**src/rtl/pipelined_rca_adder.sv**
```systemverilog
// pipelined_rca_adder: WIDTH-bit add/subtract built from CHUNK-bit
// ripple slices, one slice per stage, with valid/ready flow control.
module pipelined_rca_adder #(
   parameter int WIDTH = 16,
   parameter int CHUNK = 4
) (
   input  logic             clk,
   input  logic             rst_n,
   input  logic             in_valid,
   output logic             in_ready,
   input  logic [WIDTH-1:0] a,
   input  logic [WIDTH-1:0] b,
   input  logic             cin,
   input  logic             sub,
   output logic             out_valid,
   input  logic             out_ready,
   output logic [WIDTH-1:0] sum,
   output logic             cout,
   output logic             ovf
);
   localparam int STAGES = WIDTH / CHUNK;

   if (CHUNK < 1 || (WIDTH % CHUNK) != 0) begin : g_bad_cfg
      $error("WIDTH must be a positive multiple of CHUNK");
   end

   logic en;
   logic ovf_d;
   logic ovf_q;

   // whole pipe advances unless the output beat is blocked
   assign en       = !out_valid || out_ready;
   assign in_ready = en;

   for (genvar k = 0; k < STAGES; k++) begin : g_st
      localparam int LO = k * CHUNK;
      localparam int HI = LO + CHUNK;

      logic              v_in;
      logic              c_in;
      logic [WIDTH-1:LO] a_in;
      logic [WIDTH-1:LO] b_in;
      logic [CHUNK-1:0]  r;
      logic              c_d;
      logic [HI-1:0]     s_d;
      logic              vld_q;
      logic              cy_q;
      logic [HI-1:0]     s_q;

      if (k == 0) begin : g_src
         assign v_in = in_valid;
         assign c_in = sub ^ cin;
         assign a_in = a;
         assign b_in = sub ? ~b : b;
         assign s_d  = r;
      end else begin : g_src
         logic [WIDTH-1:LO] a_q;
         logic [WIDTH-1:LO] b_q;

         // skew: upper operand chunks follow the beat down the pipe
         always_ff @(posedge clk or negedge rst_n) begin
            if (!rst_n) begin
               a_q <= '0;
               b_q <= '0;
            end else if (en) begin
               a_q <= g_st[k-1].a_in[WIDTH-1:LO];
               b_q <= g_st[k-1].b_in[WIDTH-1:LO];
            end
         end

         assign v_in = g_st[k-1].vld_q;
         assign c_in = g_st[k-1].cy_q;
         assign a_in = a_q;
         assign b_in = b_q;
         assign s_d  = {r, g_st[k-1].s_q};
      end

      // ripple-carry across this stage's chunk
      always_comb begin : p_rca
         logic c;
         c = c_in;
         r = '0;
         for (int j = 0; j < CHUNK; j++) begin
            r[j] = a_in[LO+j] ^ b_in[LO+j] ^ c;
            c    = (a_in[LO+j] & b_in[LO+j])
                 | (c & (a_in[LO+j] ^ b_in[LO+j]));
         end
         c_d = c;
      end

      // stage valid, chunk carry and deskewed low sum bits
      always_ff @(posedge clk or negedge rst_n) begin
         if (!rst_n) begin
            vld_q <= 1'b0;
            cy_q  <= 1'b0;
            s_q   <= '0;
         end else if (en) begin
            vld_q <= v_in;
            cy_q  <= c_d;
            s_q   <= s_d;
         end
      end
   end

   // carry into the MSB is recovered as a ^ b ^ sum at that bit
   assign ovf_d = g_st[STAGES-1].a_in[WIDTH-1]
                ^ g_st[STAGES-1].b_in[WIDTH-1]
                ^ g_st[STAGES-1].r[CHUNK-1]
                ^ g_st[STAGES-1].c_d;

   // signed overflow registered alongside the last stage
   always_ff @(posedge clk or negedge rst_n) begin
      if (!rst_n) begin
         ovf_q <= 1'b0;
      end else if (en) begin
         ovf_q <= ovf_d;
      end
   end

   assign out_valid = g_st[STAGES-1].vld_q;
   assign sum       = g_st[STAGES-1].s_q;
   assign cout      = g_st[STAGES-1].cy_q;
   assign ovf       = ovf_q;

endmodule

```
**config.mk**
```make
export PLATFORM = sky130hd
export DESIGN_NAME = pipelined_rca_adder
export DESIGN_NICKNAME = d
export VERILOG_FILES = /design/src/rtl/pipelined_rca_adder.sv
export SDC_FILE = /design/constraint.sdc
export NUM_CORES = 1
export LEC_CHECK = 0
export ABC_AREA = 1
export CAP_MARGIN = 20
export CORE_AREA = 3 3 74 128
export DETAILED_ROUTE_END_ITERATION = 8
export DIE_AREA = 0 0 77 131
export GPL_ROUTABILITY_DRIVEN = 0
export GPL_TIMING_DRIVEN = 0
export PLACE_DENSITY = 0.72
export REMOVE_ABC_BUFFERS = 1
export SLEW_MARGIN = 25
export SYNTH_ARGS = -nofsm -noshare
export SYNTH_HDL_FRONTEND = slang
export SYNTH_SLANG_ARGS = --single-unit
```
**constraint.sdc**
```tcl
create_clock -name clk -period 5.5 [get_ports clk]
set_clock_uncertainty 0.05 [all_clocks]
set_input_delay 1.375 -clock clk [delete_from_list [all_inputs] [get_ports clk]]
set_output_delay 1.375 -clock clk [all_outputs]
set_load 0.005 [all_outputs]
```
==> impl_metrics.toml, run 1 <==
[timing]
max_slew_margin_pct = 38.49
drv_slew = 0
layout_min_cycle_time_ps = 4581
fmax_mhz = 218.3
finalCritPeriodShare_pct = 83.28
hold_viol = 0
rsz0062_at_grt = "no"
hold_ws_ps = 411.3
worst_pin_slew_ps = 922.7
setup_viol = 0

[clocking]
cts_tree = "built"
root_buffer = "clkbuf_16"
cts_resized = 0
ctsHoldBuffers = 0
clock_latency_ps = 340
cts_buffer_depth = 2
cts_buffers = 9
post_cts_buffers = 0
htreeDepth = 3
clkTransAtPathRegs_ps = 60
cts.sinks = 97

[drt]
vias_per_cell = 4.638
first_pass_iters = 4
vias = 2778
top_layer_used = "met4"
wl_met3_um = 229
wl_met2_um = 3796
wl_met1_um = 2967
drtIter0Drc = 203
routed_wl_um = 7122
route.detailed.drc = 0
avgRoutedWirePerCell_um = 11.89
ant_nets = 0

[min_path]
hold_path_end = "out_valid"
hold_path_class = "reg -> reg"
whs_path_depth = 2
hold_start = "g_st[2].vld_q"

[finish]
synthToLayoutAreaGrowth_pct = 20.89
seq_area_um2 = 2427
drive_gt1_share_pct = 4.149
insertedDiodeCount = 0
final_util_pct = 58.75
fillers = 735
nNetsFinal = 532
multiInputGateArea_um2 = 1439

[global_route]
grt_max_degree = 106
grt_usage_pct = 15.96
grt_first_pass_wirelength_um = 12590
grt.overflow.total = 0
antenna_found_initial = 0
grt_pass1_vias = 2939

[worst_setup_path]
critPathRequiredTime_ps = 4070
cp.arrival_ps = 3160
r2r_cells = 13
r2r-end = "ovf"
path_max_fanout = 89
critPathKind = "in -> out"
end_kind = "primary output"
r2r_slack_ps = 3050
r2r-start = "g_st[2].cy_q"
start_kind = "input port"

[power]
p_leak_nw = 2.434
p_comb_share_pct = 33.2
p_switching_w = 0.0008782
internal-power_w = 0.001761
p_clk_share_pct = 21.8
pwr-share-seq_pct = 45.0
p_per_area_nw_per_um2 = 521.5
swShare_pct = 33.28
irDropWorstVdd_mv = 0.2664

[status]
status = "complete, no violations"

[floorplan]
die_area_um2 = 10090
die_w_um = 77
die_h_um = 131
initial_core_util_pct = 48.60
core_um2 = 8615
num_rows = 45
pin_count = 58

[synthesis]
synthCells = 430
avgSynthCellArea_um2 = 9.736
synth-seq-cells = 97
synth_seq_area_share_pct = 57.98
synth_area_um2 = 4187
ys_warn_count = 0
yosys.cell_types.count = 18

[placement]
port_buffers = 57
hpwl_um = 4531

[job]
drv_cap = 0
==> Yosys cell counts <==
library cell	n	share of area (%)
dfrtp_1	97	58
nor2_1	2	0.18
xor2_1	3	0.63
inv_1	46	4.1
a21oi_1	1	0.12
clkbuf_1	5	0.45
or2_2	1	0.15
buf_6	4	1.1
o21ai_1	8	0.96
buf_4	5	0.90
xnor2_1	14	2.9
o21ai_0	58	6.9
ha_1	1	0.30
nand2_1	159	14
fa_1	16	7.7
inv_4	1	0.15
nand2_4	1	0.27
buf_2	8	0.96
==> area by class of cell <==
class / count / share of cell area [%]
clock inverter: 3 / 0.2967
multi-input combinational: 264 / 28.43
timing repair buffer: 58 / 11.74
tap: 117 / 2.892
inverter: 47 / 3.535
sequential: 97 / 47.96
clock buffer: 13 / 5.142
==> how the worst max path moves through the flow <==
stage | startpoint | endpoint | slack, ps
6_report | out_ready | in_ready | 920
5_1_grt | out_ready | in_ready | 790
4_1_cts | out_ready | in_ready | 900
3_5_place_dp | out_ready | in_ready | 900
3_3_place_gp | rst_n | g_st[1].a_in[7] | -430
2_1_floorplan | sub | g_st[0].s_q[3] | 2200
==> routing by layer <==
metal	global-route usage (%)	up-vias
met5	0	-
met4	7.547	0
met3	3.635	7
met2	29.39	42
met1	17.35	1333
li1	-	1396
==> registers in the layout (all words and copies together) (netlist names), 3 cells and up <==
name        flops
g_st.b_in      24
g_st.vld_q      3
g_st.s_q       24
g_st.a_in      24
g_st.cy_q       3
sum            16
==> stage by stage <==
stage / cell area [µm²] / cells / total power [W] / setup slack, ps / setup TNS, ps
2_1_floorplan: 4045 / 408 / 0.001732 / 2200 / 0
3_3_place_gp: 4762 / 582 / 0.002037 / -433.3 / -41170
3_5_place_dp: 4786 / 583 / 0.002094 / 898.8 / 0
4_1_cts: 5061 / 599 / 0.002682 / 895.7 / 0
5_1_grt: 5061 / 599 / 0.002896 / 789.9 / 0
6_report: 5061 / 599 / 0.002639 / 919.4 / 0
==> cell usage in the layout (no fill, tap or decap), drive strengths merged <==
cell             n
o21ai           66
fa              16
clkdlybuf4s50   55
xor2             3
a21oi            1
ha               1
clkinv           3
buf              3
nand2          160
or2              1
dfrtp           97
clkbuf          13
inv             47
nor2             2
xnor2           14
==> power by group through the flow <==
| stage | Sequential [W] | Combinational [W] | Clock, W |
|---|---|---|---|
| 2_1_floorplan | 0.00117 | 0.000559 | 0 |
| 6_report | 0.00119 | 0.000876 | 0.000576 |
| 4_1_cts | 0.00119 | 0.000900 | 0.000591 |
| 3_3_place_gp | 0.00119 | 0.000849 | 0 |
| 3_5_place_dp | 0.00120 | 0.000893 | 0 |
| 5_1_grt | 0.00122 | 0.00105 | 0.000618 |
==> worst max-delay path, cell delays in order <==
cell             delay, ps
clkdlybuf4s50_1        450
inv_1                   70
nand2_4                610
clkdlybuf4s50_1        640
==> kinds of logic (layout without fill, tap and decap cells) <==
family / after synthesis / count (layout) / synth area share [%]
AND/OR/NAND/NOR: 163 / 163 / 14.85
flip-flops: 97 / 97 / 57.98
buffers and inverters: 69 / 121 / 7.651
AO/OA/AOI/OAI: 67 / 67 / 8.010
adder cells (fa/ha/maj): 17 / 17 / 7.950
XOR/XNOR: 17 / 17 / 3.557
No activity file was read; power rests on OpenSTA's default activity.
==> inputs of run 2 (changes only) <==
Clock period 5.5 ns to 4.3 ns, I/O delays scaled along.
==> results of run 2 <==
The final DEF is identical to that of run 1. Status: complete, no violations.
Main changes from that run: setup slack after placement 898.8 ps -> 298.8 ps; setup slack after layout 919.4 ps -> 319.4 ps; register-to-register setup slack 3050 ps -> 1850 ps; total power 0.002639 W -> 0.003376 W; worst IR drop on VDD 0.2664 mV -> 0.3407 mV
==> inputs of run 3 (changes only) <==
Settings changed: GPL_ROUTABILITY_DRIVEN 0 to not set.
==> results of run 3 <==
The final DEF is identical to that of run 1. Status: complete, no violations.
Main changes from that run: setup slack after placement 898.8 ps -> 298.8 ps; setup slack after layout 919.4 ps -> 319.4 ps; register-to-register setup slack 3050 ps -> 1850 ps; total power 0.002639 W -> 0.003376 W; worst IR drop on VDD 0.2664 mV -> 0.3407 mV
